File: config.mk
export PLATFORM = sky130hd
export DESIGN_NAME = q2_sequencer
export DESIGN_NICKNAME = d
export VERILOG_FILES = /design/src/rtl/q2_pkg.sv /design/src/rtl/q2_debounce.sv /design/src/rtl/q2_sequencer.sv
export SDC_FILE = /design/constraint.sdc
export NUM_CORES = 1
export LEC_CHECK = 0
export CORE_MARGIN = 2
export CORE_UTILIZATION = 55
export DETAILED_ROUTE_END_ITERATION = 10
export PLACE_DENSITY = 0.78
export SYNTH_ARGS = -nofsm -noshare
export SYNTH_HDL_FRONTEND = slang
export SYNTH_SLANG_ARGS = --single-unit
File: constraint.sdc
create_clock -name clk -period 2.7 [get_ports clk]
set_clock_uncertainty 0.15 [all_clocks]
set_input_delay 0.405 -clock clk [delete_from_list [all_inputs] [get_ports clk]]
set_output_delay 0.405 -clock clk [all_outputs]
set_load 0.05 [all_outputs]
File: src/rtl/q2_pkg.sv
// Shared state encodings for the Q2 machine-cycle sequencer and its control decoder.
// Also holds the next-state rule used at the end of every machine cycle.
package q2_pkg;

    localparam logic [1:0] ST_FETCH = 2'b00;
    localparam logic [1:0] ST_DEREF = 2'b01;
    localparam logic [1:0] ST_LOAD  = 2'b10;
    localparam logic [1:0] ST_EXEC  = 2'b11;

    // ALU phase codes, packed as {s3, s2}
    localparam logic [1:0] ALU_NONE = 2'b00;
    localparam logic [1:0] ALU_2    = 2'b01;
    localparam logic [1:0] ALU_3    = 2'b10;

    localparam int PHASE_W = 4;

    // Value layout is {s3, s2, s1, s0}, so the outputs come straight off the state flops.
    typedef enum logic [3:0] {
        SEQ_FETCH = {ALU_NONE, ST_FETCH},
        SEQ_DEREF = {ALU_NONE, ST_DEREF},
        SEQ_LOAD  = {ALU_NONE, ST_LOAD},
        SEQ_EXEC  = {ALU_NONE, ST_EXEC},
        SEQ_ALU2  = {ALU_2,    ST_EXEC},
        SEQ_ALU3  = {ALU_3,    ST_EXEC}
    } seq_state_e;

    function automatic seq_state_e next_state(
        input seq_state_e cur,
        input logic       deref,
        input logic       o2,
        input logic       s2in
    );
        case (cur)
            SEQ_FETCH: return deref ? SEQ_DEREF : (o2 ? SEQ_EXEC : SEQ_LOAD);
            SEQ_DEREF: return o2 ? SEQ_EXEC : SEQ_LOAD;
            SEQ_LOAD:  return SEQ_EXEC;
            SEQ_EXEC:  return s2in ? SEQ_FETCH : SEQ_ALU2;
            SEQ_ALU2:  return SEQ_ALU3;
            default:   return SEQ_FETCH;
        endcase
    endfunction

endpackage

File: src/rtl/q2_debounce.sv
// Two-flop synchronizer, stability counter and rising-edge pulse for a bouncing push button.
// The debounced level flips only after the synced input differs from it for 2**DEBOUNCE_W-1 clks.
module q2_debounce #(
    parameter int DEBOUNCE_W = 16
) (
    input  logic clk,
    input  logic nreset,
    input  logic i_async,
    output logic o_rise
);

    localparam logic [DEBOUNCE_W-1:0] CNT_LAST = {DEBOUNCE_W{1'b1}} - 1'b1;

    logic                  r_sync1;
    logic                  r_sync2;
    logic                  r_level;
    logic                  r_rise;
    logic [DEBOUNCE_W-1:0] r_cnt;

    // NOTE: every flop here uses <= so all of them sample pre-edge values; a blocking
    // assignment would collapse the two synchronizer stages into one.
    always_ff @(posedge clk or negedge nreset) begin
        if (!nreset) begin
            r_sync1 <= 1'b0;
            r_sync2 <= 1'b0;
            r_level <= 1'b0;
            r_rise  <= 1'b0;
            r_cnt   <= '0;
        end else begin
            r_sync1 <= i_async;
            r_sync2 <= r_sync1;
            r_rise  <= 1'b0;
            if (r_sync2 == r_level) begin
                r_cnt <= '0;
            end else if (r_cnt == CNT_LAST) begin
                r_level <= r_sync2;
                r_rise  <= r_sync2;
                r_cnt   <= '0;
            end else begin
                r_cnt <= r_cnt + 1'b1;
            end
        end
    end

    assign o_rise = r_rise;

endmodule

File: src/rtl/q2_sequencer.sv
// Machine-cycle sequencer feeding q2_control: FETCH/DEREF/LOAD/EXEC/ALU2/ALU3 with a write strobe,
// gated by a synchronized run switch and a debounced single-step button.
module q2_sequencer
    import q2_pkg::*;
#(
    parameter int DEBOUNCE_W = 16,
    parameter int WS_CYCLES  = 1
) (
    input  logic clk,
    input  logic nreset,
    input  logic run,
    input  logic step_btn,
    input  logic deref,
    input  logic o2,
    input  logic s2in,
    output logic s0,
    output logic ns0,
    output logic s1,
    output logic ns1,
    output logic s2,
    output logic s3,
    output logic ws,
    output logic running,
    output logic cyc_end
);

    if (WS_CYCLES < 1 || WS_CYCLES > 15) begin : g_ws_range
        $error("q2_sequencer: WS_CYCLES=%0d outside 1..15", WS_CYCLES);
    end

    localparam logic [PHASE_W-1:0] WS_LAST = PHASE_W'(WS_CYCLES);

    logic               r_run_sync1;
    logic               r_running;
    logic               w_step_rise;

    seq_state_e         r_state;
    seq_state_e         w_state_next;
    logic [PHASE_W-1:0] r_phase;
    logic [PHASE_W-1:0] w_phase_next;
    logic               r_ws;
    logic               w_ws_next;
    logic               r_cyc_end;
    logic               w_cyc_end_next;
    logic               r_step_req;
    logic               w_step_req_next;
    logic               w_go;
    logic [3:0]         w_code;

    q2_debounce #(
        .DEBOUNCE_W (DEBOUNCE_W)
    ) u_step_debounce (
        .clk     (clk),
        .nreset  (nreset),
        .i_async (step_btn),
        .o_rise  (w_step_rise)
    );

    always_ff @(posedge clk or negedge nreset) begin
        if (!nreset) begin
            r_run_sync1 <= 1'b0;
            r_running   <= 1'b0;
        end else begin
            r_run_sync1 <= run;
            r_running   <= r_run_sync1;
        end
    end

    always_ff @(posedge clk or negedge nreset) begin
        if (!nreset) begin
            r_state    <= SEQ_FETCH;
            r_phase    <= '0;
            r_ws       <= 1'b0;
            r_cyc_end  <= 1'b0;
            r_step_req <= 1'b0;
        end else begin
            r_state    <= w_state_next;
            r_phase    <= w_phase_next;
            r_ws       <= w_ws_next;
            r_cyc_end  <= w_cyc_end_next;
            r_step_req <= w_step_req_next;
        end
    end

    assign w_go = r_running || r_step_req;

    // Phase 0 is the read phase and is where the sequencer parks when not allowed to run.
    // NOTE: every signal is given a default before the branches, so no path can leave one
    // unassigned and infer a latch.
    always_comb begin
        w_state_next    = r_state;
        w_phase_next    = r_phase;
        w_ws_next       = r_ws;
        w_cyc_end_next  = 1'b0;
        w_step_req_next = r_step_req;

        if (r_phase == '0) begin
            if (w_go) begin
                w_phase_next   = PHASE_W'(1);
                w_ws_next      = 1'b1;
                w_cyc_end_next = (WS_LAST == PHASE_W'(1));
            end
        end else if (r_phase == WS_LAST) begin
            w_phase_next = '0;
            w_ws_next    = 1'b0;
            w_state_next = next_state(r_state, deref, o2, s2in);
        end else begin
            w_phase_next   = r_phase + 1'b1;
            w_ws_next      = 1'b1;
            w_cyc_end_next = ((r_phase + 1'b1) == WS_LAST);
        end

        // A step is only accepted while parked; free-running always wins over a pending step.
        if (r_running) begin
            w_step_req_next = 1'b0;
        end else if (r_step_req && r_phase == WS_LAST) begin
            w_step_req_next = 1'b0;
        end else if (w_step_rise && !r_step_req && r_phase == '0) begin
            w_step_req_next = 1'b1;
        end
    end

    assign w_code  = r_state;
    assign s0      = w_code[0];
    assign s1      = w_code[1];
    assign s2      = w_code[2];
    assign s3      = w_code[3];
    assign ns0     = ~w_code[0];
    assign ns1     = ~w_code[1];
    assign ws      = r_ws;
    assign running = r_running;
    assign cyc_end = r_cyc_end;

endmodule
# Yosys cells after proc, flatten, opt, wreduce, memory -nomap -nowiden
# Index checks and enable logic that the tools add are counted.
[word_totals]
register_bits = 33
inputBits = 7
output_inout_bits = 9
wordCells = 57
[classes]
addsub = 2
n_eq_ne = 9
n_reduce_logical = 10
bitwise = 4
muxes = 20
[op_table]
columns = ["cell", "count"]
rows = [
  ["16-bit 2-to-1 mux", 2],
  ["4-bit one-hot mux with 5 select lines", 1],
  ["16-bit by 1-bit adder with 16-bit output (second input constant)", 1],
  ["16-bit equality test (second input constant)", 1],
  ["4-bit 2-to-1 mux", 4],
  ["4-bit by 1-bit equality test with 1-bit output (second input constant)", 3],
  ["1-bit 2-to-1 mux", 12],
  ["4-bit by 2-bit equality test with 1-bit output (second input constant)", 2],
  ["4-bit logical NOT", 2],
  ["4-bit by 1-bit adder with 4-bit output (second input constant)", 1],
  ["4-bit by 3-bit equality test with 1-bit output (second input constant)", 1],
  ["1-bit NOT", 4],
  ["2-bit AND reduction", 2],
  ["1-bit logical AND", 3],
  ["3-bit 2-to-1 mux", 1],
  ["3-bit nonzero test", 1],
  ["2-bit inequality test (second input constant)", 1],
  ["1-bit equality test", 1],
  ["1-bit logical NOT", 1],
  ["1-bit logical OR", 1],
]

# Longest topological paths before layout
[depth]
depth_word = 6
ltp_mapped = 7
mapped_depth_nobuf = 6

# Cells and area by module
# Synthesis repeated with hierarchy kept, for this count alone.
[unflattened]
hier_cells = 134
area_unflattened_um2 = 1512.7
[by_module_without_submodules]
columns = ["module", "area_per_inst_um2", "seq_area_each_um2", "n_inst", "cells_each"]
rows = [
  ["q2_debounce", 953.4, 500.5, 1, 85],
  ["q2_sequencer", 559.3, 325.3, 1, 49],
]

# Worst setup path before layout
# OpenSTA, ideal clock, no wires.
[synth_timing]
path_kind = "reg2reg"
start = "register r_phase[0]"
end = "register r_state[2] (netlist bit)"
arrival_ps = 1848
setup_time_ps = 104
slack_ps = 598
n_path_buf = 1
path_stages_with_launch = 7
synth_period_minus_slack_ps = 2102
required_time_ps = 2446
cell_sequence = "dfrtp_1 -> inv_1 -> ha_1 -> or4b_1 -> buf_2 -> or2_4 -> o41ai_2"
[synth_between]
elab_chain_len = 3
elab_cells_between_ends = 4
classes_between = "eq/ne: 1; bitwise: 1; reduce/logical: 2"
[synth_lines]
columns = ["element", "line", "text"]
rows = [
  ["from (decl)", "q2_sequencer.sv:39", "logic [PHASE_W-1:0] r_phase;"],
  ["from (signal assigned)", "q2_sequencer.sv:78", "r_phase <= w_phase_next;"],
  ["4-bit logical NOT", "q2_sequencer.sv:97", "if (r_phase == '0) begin"],
  ["1-bit NOT (no line)", "-", ""],
  ["2-bit AND reduction (no line) (*)", "-", ""],
  ["to (signal assigned)", "q2_sequencer.sv:77", "r_state <= w_state_next;"],
  ["to (decl)", "q2_sequencer.sv:37", "seq_state_e r_state;"],
]
# Mark *: on every way between the ends. The rest lies on a longest branch, timed or not.
# A chain may end at the register's enable or synchronous reset.

# Final worst setup path
[layout_timing]
start = "register r_state[1] (netlist bit)"
end = "output ns1"
[layout_between]
elab_chain_len = 1
[layout_lines]
columns = ["element", "line", "text"]
rows = [
  ["1-bit NOT", "q2_sequencer.sv:129", "assign ns1 = ~w_code[1];"],
  ["to (decl)", "q2_sequencer.sv:19", "output logic ns1,"],
]
# Every way passes these cells.

==> impl.org <==
** Run status
- The flow ran to the end, and the final reports show no timing, DRC or antenna violations.

** Synth
- Of the synthesized area, sequential elements account for 0.531.
- The most common cell in the synthesized netlist is sky130_fd_sc_hd__dfrtp_1.
- Synth Area in Adders :: 0.0402
- Netlist cell types :: 36
- Of the post-synthesis cell area, the dominant cell type holds 0.531.
- Measured against the total synthesized area, the mux share comes to 0.00724.
- Synthesized flop and latch total :: 33
- Of the total synthesized cell area, the portion taken by XOR and XNOR cells is 0.0845.
- The most used flip-flop cell after synthesis is sky130_fd_sc_hd__dfrtp_1.
- Net count after synthesis :: between 150 and 200
- In this run, synthesis inferred 0 flip-flops with an integrated enable.
- The cell area that synthesis handed to floorplanning was around 1600 µm².
- The biggest area contributor in the post-synthesis netlist is sky130_fd_sc_hd__dfrtp_1.
- Ranked by total cell area, the synthesized netlist is headed by sky130_fd_sc_hd__dfrtp_1 (53%), sky130_fd_sc_hd__xor2_1 (6.2%), sky130_fd_sc_hd__nor2_1 (4.3%).
- The Yosys step of the flow raised 0 warnings.
- Average footprint of a synthesized cell :: approximately 11 µm²
- Count of mapped cells out of synthesis :: 148
- Combinational family with the most area after synthesis :: simple AND/OR/NAND/NOR gates
- Compound-gate portion of the synthesized area :: 0.0949
- Counting flops with an async set or reset pin after synthesis yields a share of 1.00.
- Commonest cells in the synthesized netlist :: sky130_fd_sc_hd__dfrtp_1 (33), sky130_fd_sc_hd__nor2_1 (18), sky130_fd_sc_hd__nand3_1 (11), sky130_fd_sc_hd__xor2_1 (11)
- Of the total synthesized cell area, the portion taken by AND, OR, NAND and NOR gates is 0.214.

** Layout
- Register Area :: 826 µm²
- At the end of the flow, the number of nets in the layout was around 180.
- Fill cells in the final layout number 200.
- From synthesis to final layout, the design area changed by 16.7%.
- Area of the multi-input gates :: 686 µm²
- Fin cells :: 201
- Share of cells above drive strength 1 :: 0.100
- The repair_antennas step left the layout with diodes totalling 0.

** Route
- Before antenna repair, the detailed router went through 4 iterations.
- Number of nets with antenna violations after routing :: 0
- After detailed routing, the number of vias per cell comes to 5.65.
- For this run, design rule violations remaining after detail routing come to 0.
- The first routing iteration left 32 violations.
- Dividing the detail-routed wire length by the instance count gives 13.3 µm.
- Total routed wirelength :: between 2000 and 3000 µm
- Via Count :: roughly 1.1k

** Global routing
- The number of global-route vias before repair is 1136.
- Number of antenna violations at the first check in global routing :: 0
- Wire length of the first global-routing pass :: 4890 µm
- Across every metal layer, demand over resource in global routing totals 0.197.
- Maximum number of pins on one net before global-route repair :: 34
- After global routing the overflow that remains totals 0.

** Worst setup path
- The slowest stage of the critical path is the sky130_fd_sc_hd__clkdlybuf4s50_1 cell.
- Critical path endpoint category :: output pin
- Data required time of the critical path :: 2.14 ns
- Delay contributed by the slowest stage of the critical path :: 0.80 ns
- Crit Path Max Fanout :: 8
- Critical Path, Cell by Cell :: inv_1, clkdlybuf4s50_1
- By startpoint and endpoint, the worst setup path is classified as reg -> out.
- Worst EP arrival :: 1.71 ns
- CP startpoint kind :: flop

** Clocking
- CTS H-tree lvls :: 2
- Post-CTS setup buffer count :: 0
- After clock tree synthesis, the clock-pin slew on the worst setup and hold paths is 0.10 ns.
- In this run the clock root is driven by a sky130_fd_sc_hd__clkbuf_4.
- In this run, CTS created clock tree buffers numbering 5.
- The later pin in the worst-skew pair is clocked with a latency of 0.34 ns.
- TritonCTS clock tree :: done
- After clock tree synthesis, the repair step resized 0 gates.
- The longest clock path from root to sink contains 2 buffers.
- The number of hold buffers added after CTS was 0.
- Clock tree synthesis found a total of 33 sinks.

** STA
- Headroom to the max-slew limit :: 0.650
- Maximum clock rate :: 0.442 GHz
- The clock period could shrink to 2.26 ns.
- In the final timing run, aggregate negative setup slack is 0 ns.
- Count of endpoints failing setup in the final report :: 0
- At the pin with the least slew margin, the transition time is 0.524 ns.
- Setup repair after global routing left no endpoint under its margin.
- The total count of hold-check failures in the final report was 0.
- Hold is met by 0.209 ns.
- Number of pins exceeding their max-slew limit in the final report :: 0
- Crit share post-route :: 0.837

** Placed design
- Number of placed instances, taps included :: 193
- DPL Wire Length :: ~1900 µm
- RD Place Congestion :: 0.874
- Port buffering added 15 buffers.

** Die
- Row generation in the floorplan step produced 19 rows.
- The initial utilization of the core area, before any placement, comes to 0.574.
- In this run the count of I/O pins placed on the die edge is 16.
- Floorplan die width :: 57.2 µm
- Core box area :: about 2700 µm²
- The floorplan step set the die height to 57.2 µm.
- The floorplan step defined a die boundary enclosing 3270 µm².

** Pwr
- Leakage Power :: around 0.0008 µW
- Peak supply drop :: between 700 and 800 µV
- For this design the ratio of total power to cell area is 890 nW/µm².
- Tot Pwr :: 1620 µW

** Job
- Count of maximum capacitance violations :: 0

** Min path
- Tightest Hold Check Type :: reg -> reg
logic make-up (layout without fill, tap and decap cells):
kind of cell / after synthesis / after routing
simple gates: 62 / 62
xor+xnor: 15 / 15
buf+inv: 11 / 33
mux: 1 / 1
fa+ha+maj: 5 / 5
flops: 33 / 33
compound gates: 21 / 21
registers in the layout, indices dropped and copies added (netlist names):
register and count:
u_step_debounce.o_rise 1, r_phase 4, u_step_debounce.r_cnt 16, ws 1, r_step_req 1, cyc_end 1, u_step_debounce.r_sync2 1, r_state 4
u_step_debounce.r_sync1 1, u_step_debounce.r_level 1, running 1, r_run_sync1 1
layout by cell type (no fill, tap or decap), types with 2 or more instances in the layout:
cell                              netlist  layout
sky130_fd_sc_hd__a21oi_1                4       4
sky130_fd_sc_hd__nor3b_1                2       2
sky130_fd_sc_hd__nand2_1                8       8
sky130_fd_sc_hd__xor2_1                11      11
sky130_fd_sc_hd__nand3_1               11      11
sky130_fd_sc_hd__and4_1                 5       5
sky130_fd_sc_hd__inv_1                  8       8
sky130_fd_sc_hd__o21ai_0                4       4
sky130_fd_sc_hd__nor3_1                 2       2
sky130_fd_sc_hd__clkbuf_8               0       2
sky130_fd_sc_hd__clkbuf_4               0       5
sky130_fd_sc_hd__xnor2_1                4       4
sky130_fd_sc_hd__buf_4                  0       2
sky130_fd_sc_hd__o22ai_1                2       2
sky130_fd_sc_hd__a31oi_1                2       2
sky130_fd_sc_hd__nand4_1                5       5
sky130_fd_sc_hd__and3_1                 3       3
sky130_fd_sc_hd__ha_1                   5       5
sky130_fd_sc_hd__clkdlybuf4s50_1        0      15
sky130_fd_sc_hd__a22o_1                 2       2
sky130_fd_sc_hd__dfrtp_1               33      33
sky130_fd_sc_hd__nor2_1                18      18
per-stage QoR:
step                worst slack, ns  area (µm²)   util
floorplan                     0.598        1560      -
global placement              0.551        1750  0.644
detailed placement            0.480        1750  0.644
CTS                           0.423        1820  0.670
global route                  0.303        1820  0.670
finish                        0.440        1820  0.670
critical path: cells and delay by family (launching register included):
| kind | cells | cell delay (ns) |
|---|---|---|
| flops | 1 | 0.47 |
| buf+inv | 2 | 0.91 |
final timing paths:
path / slack [ns] / start / depth (start not counted) / end
worst max-delay path: 0.44 / r_state[1] / 2 / ns1
worst min-delay path: 0.21 / u_step_debounce.r_sync1 / 0 / u_step_debounce.r_sync2
worst max register to register: 0.45 / r_phase[0] / 5 / r_state[2]
worst min register to register: 0.21 / u_step_debounce.r_sync1 / 0 / u_step_debounce.r_sync2
max in group asynchronous: 1.79 / nreset / 2 / u_step_debounce.r_cnt[1]
min in group asynchronous: 0.31 / nreset / 2 / r_phase[2]
per-layer routing:
| layer | up-vias | GRT usage | wire (µm) | share of wire |
|---|---|---|---|---|
| li1 | 562 | - | - | - |
| met1 | 547 | 0.231 | 1160 | 0.44 |
| met2 | 21 | 0.315 | 1320 | 0.49 |
| met3 | 6 | 0.0771 | 126 | 0.047 |
| met4 | 0 | 0.0997 | 58 | 0.022 |
| met5 | - | 0 | 0 | 0 |
power breakdown:
| part | internal (µW) | switching (µW) | total [µW] |
|---|---|---|---|
| Sequential | 568 | 91.1 | 659 |
| Combinational | 237 | 405 | 642 |
| Clock | 151 | 164 | 315 |
| Total | 956 | 661 | 1620 |
cell type report:
cell class	instances	share of cell area
Clock inverter	1	0.00276
Timing Repair Buffer	17	0.0910
Inverter	8	0.0165
Tap cell	31	0.0214
Multi-Input combinational cell	104	0.378
Sequential cell	33	0.455
Clock buffer	7	0.0358
No activity file was read; power rests on OpenSTA's default activity.
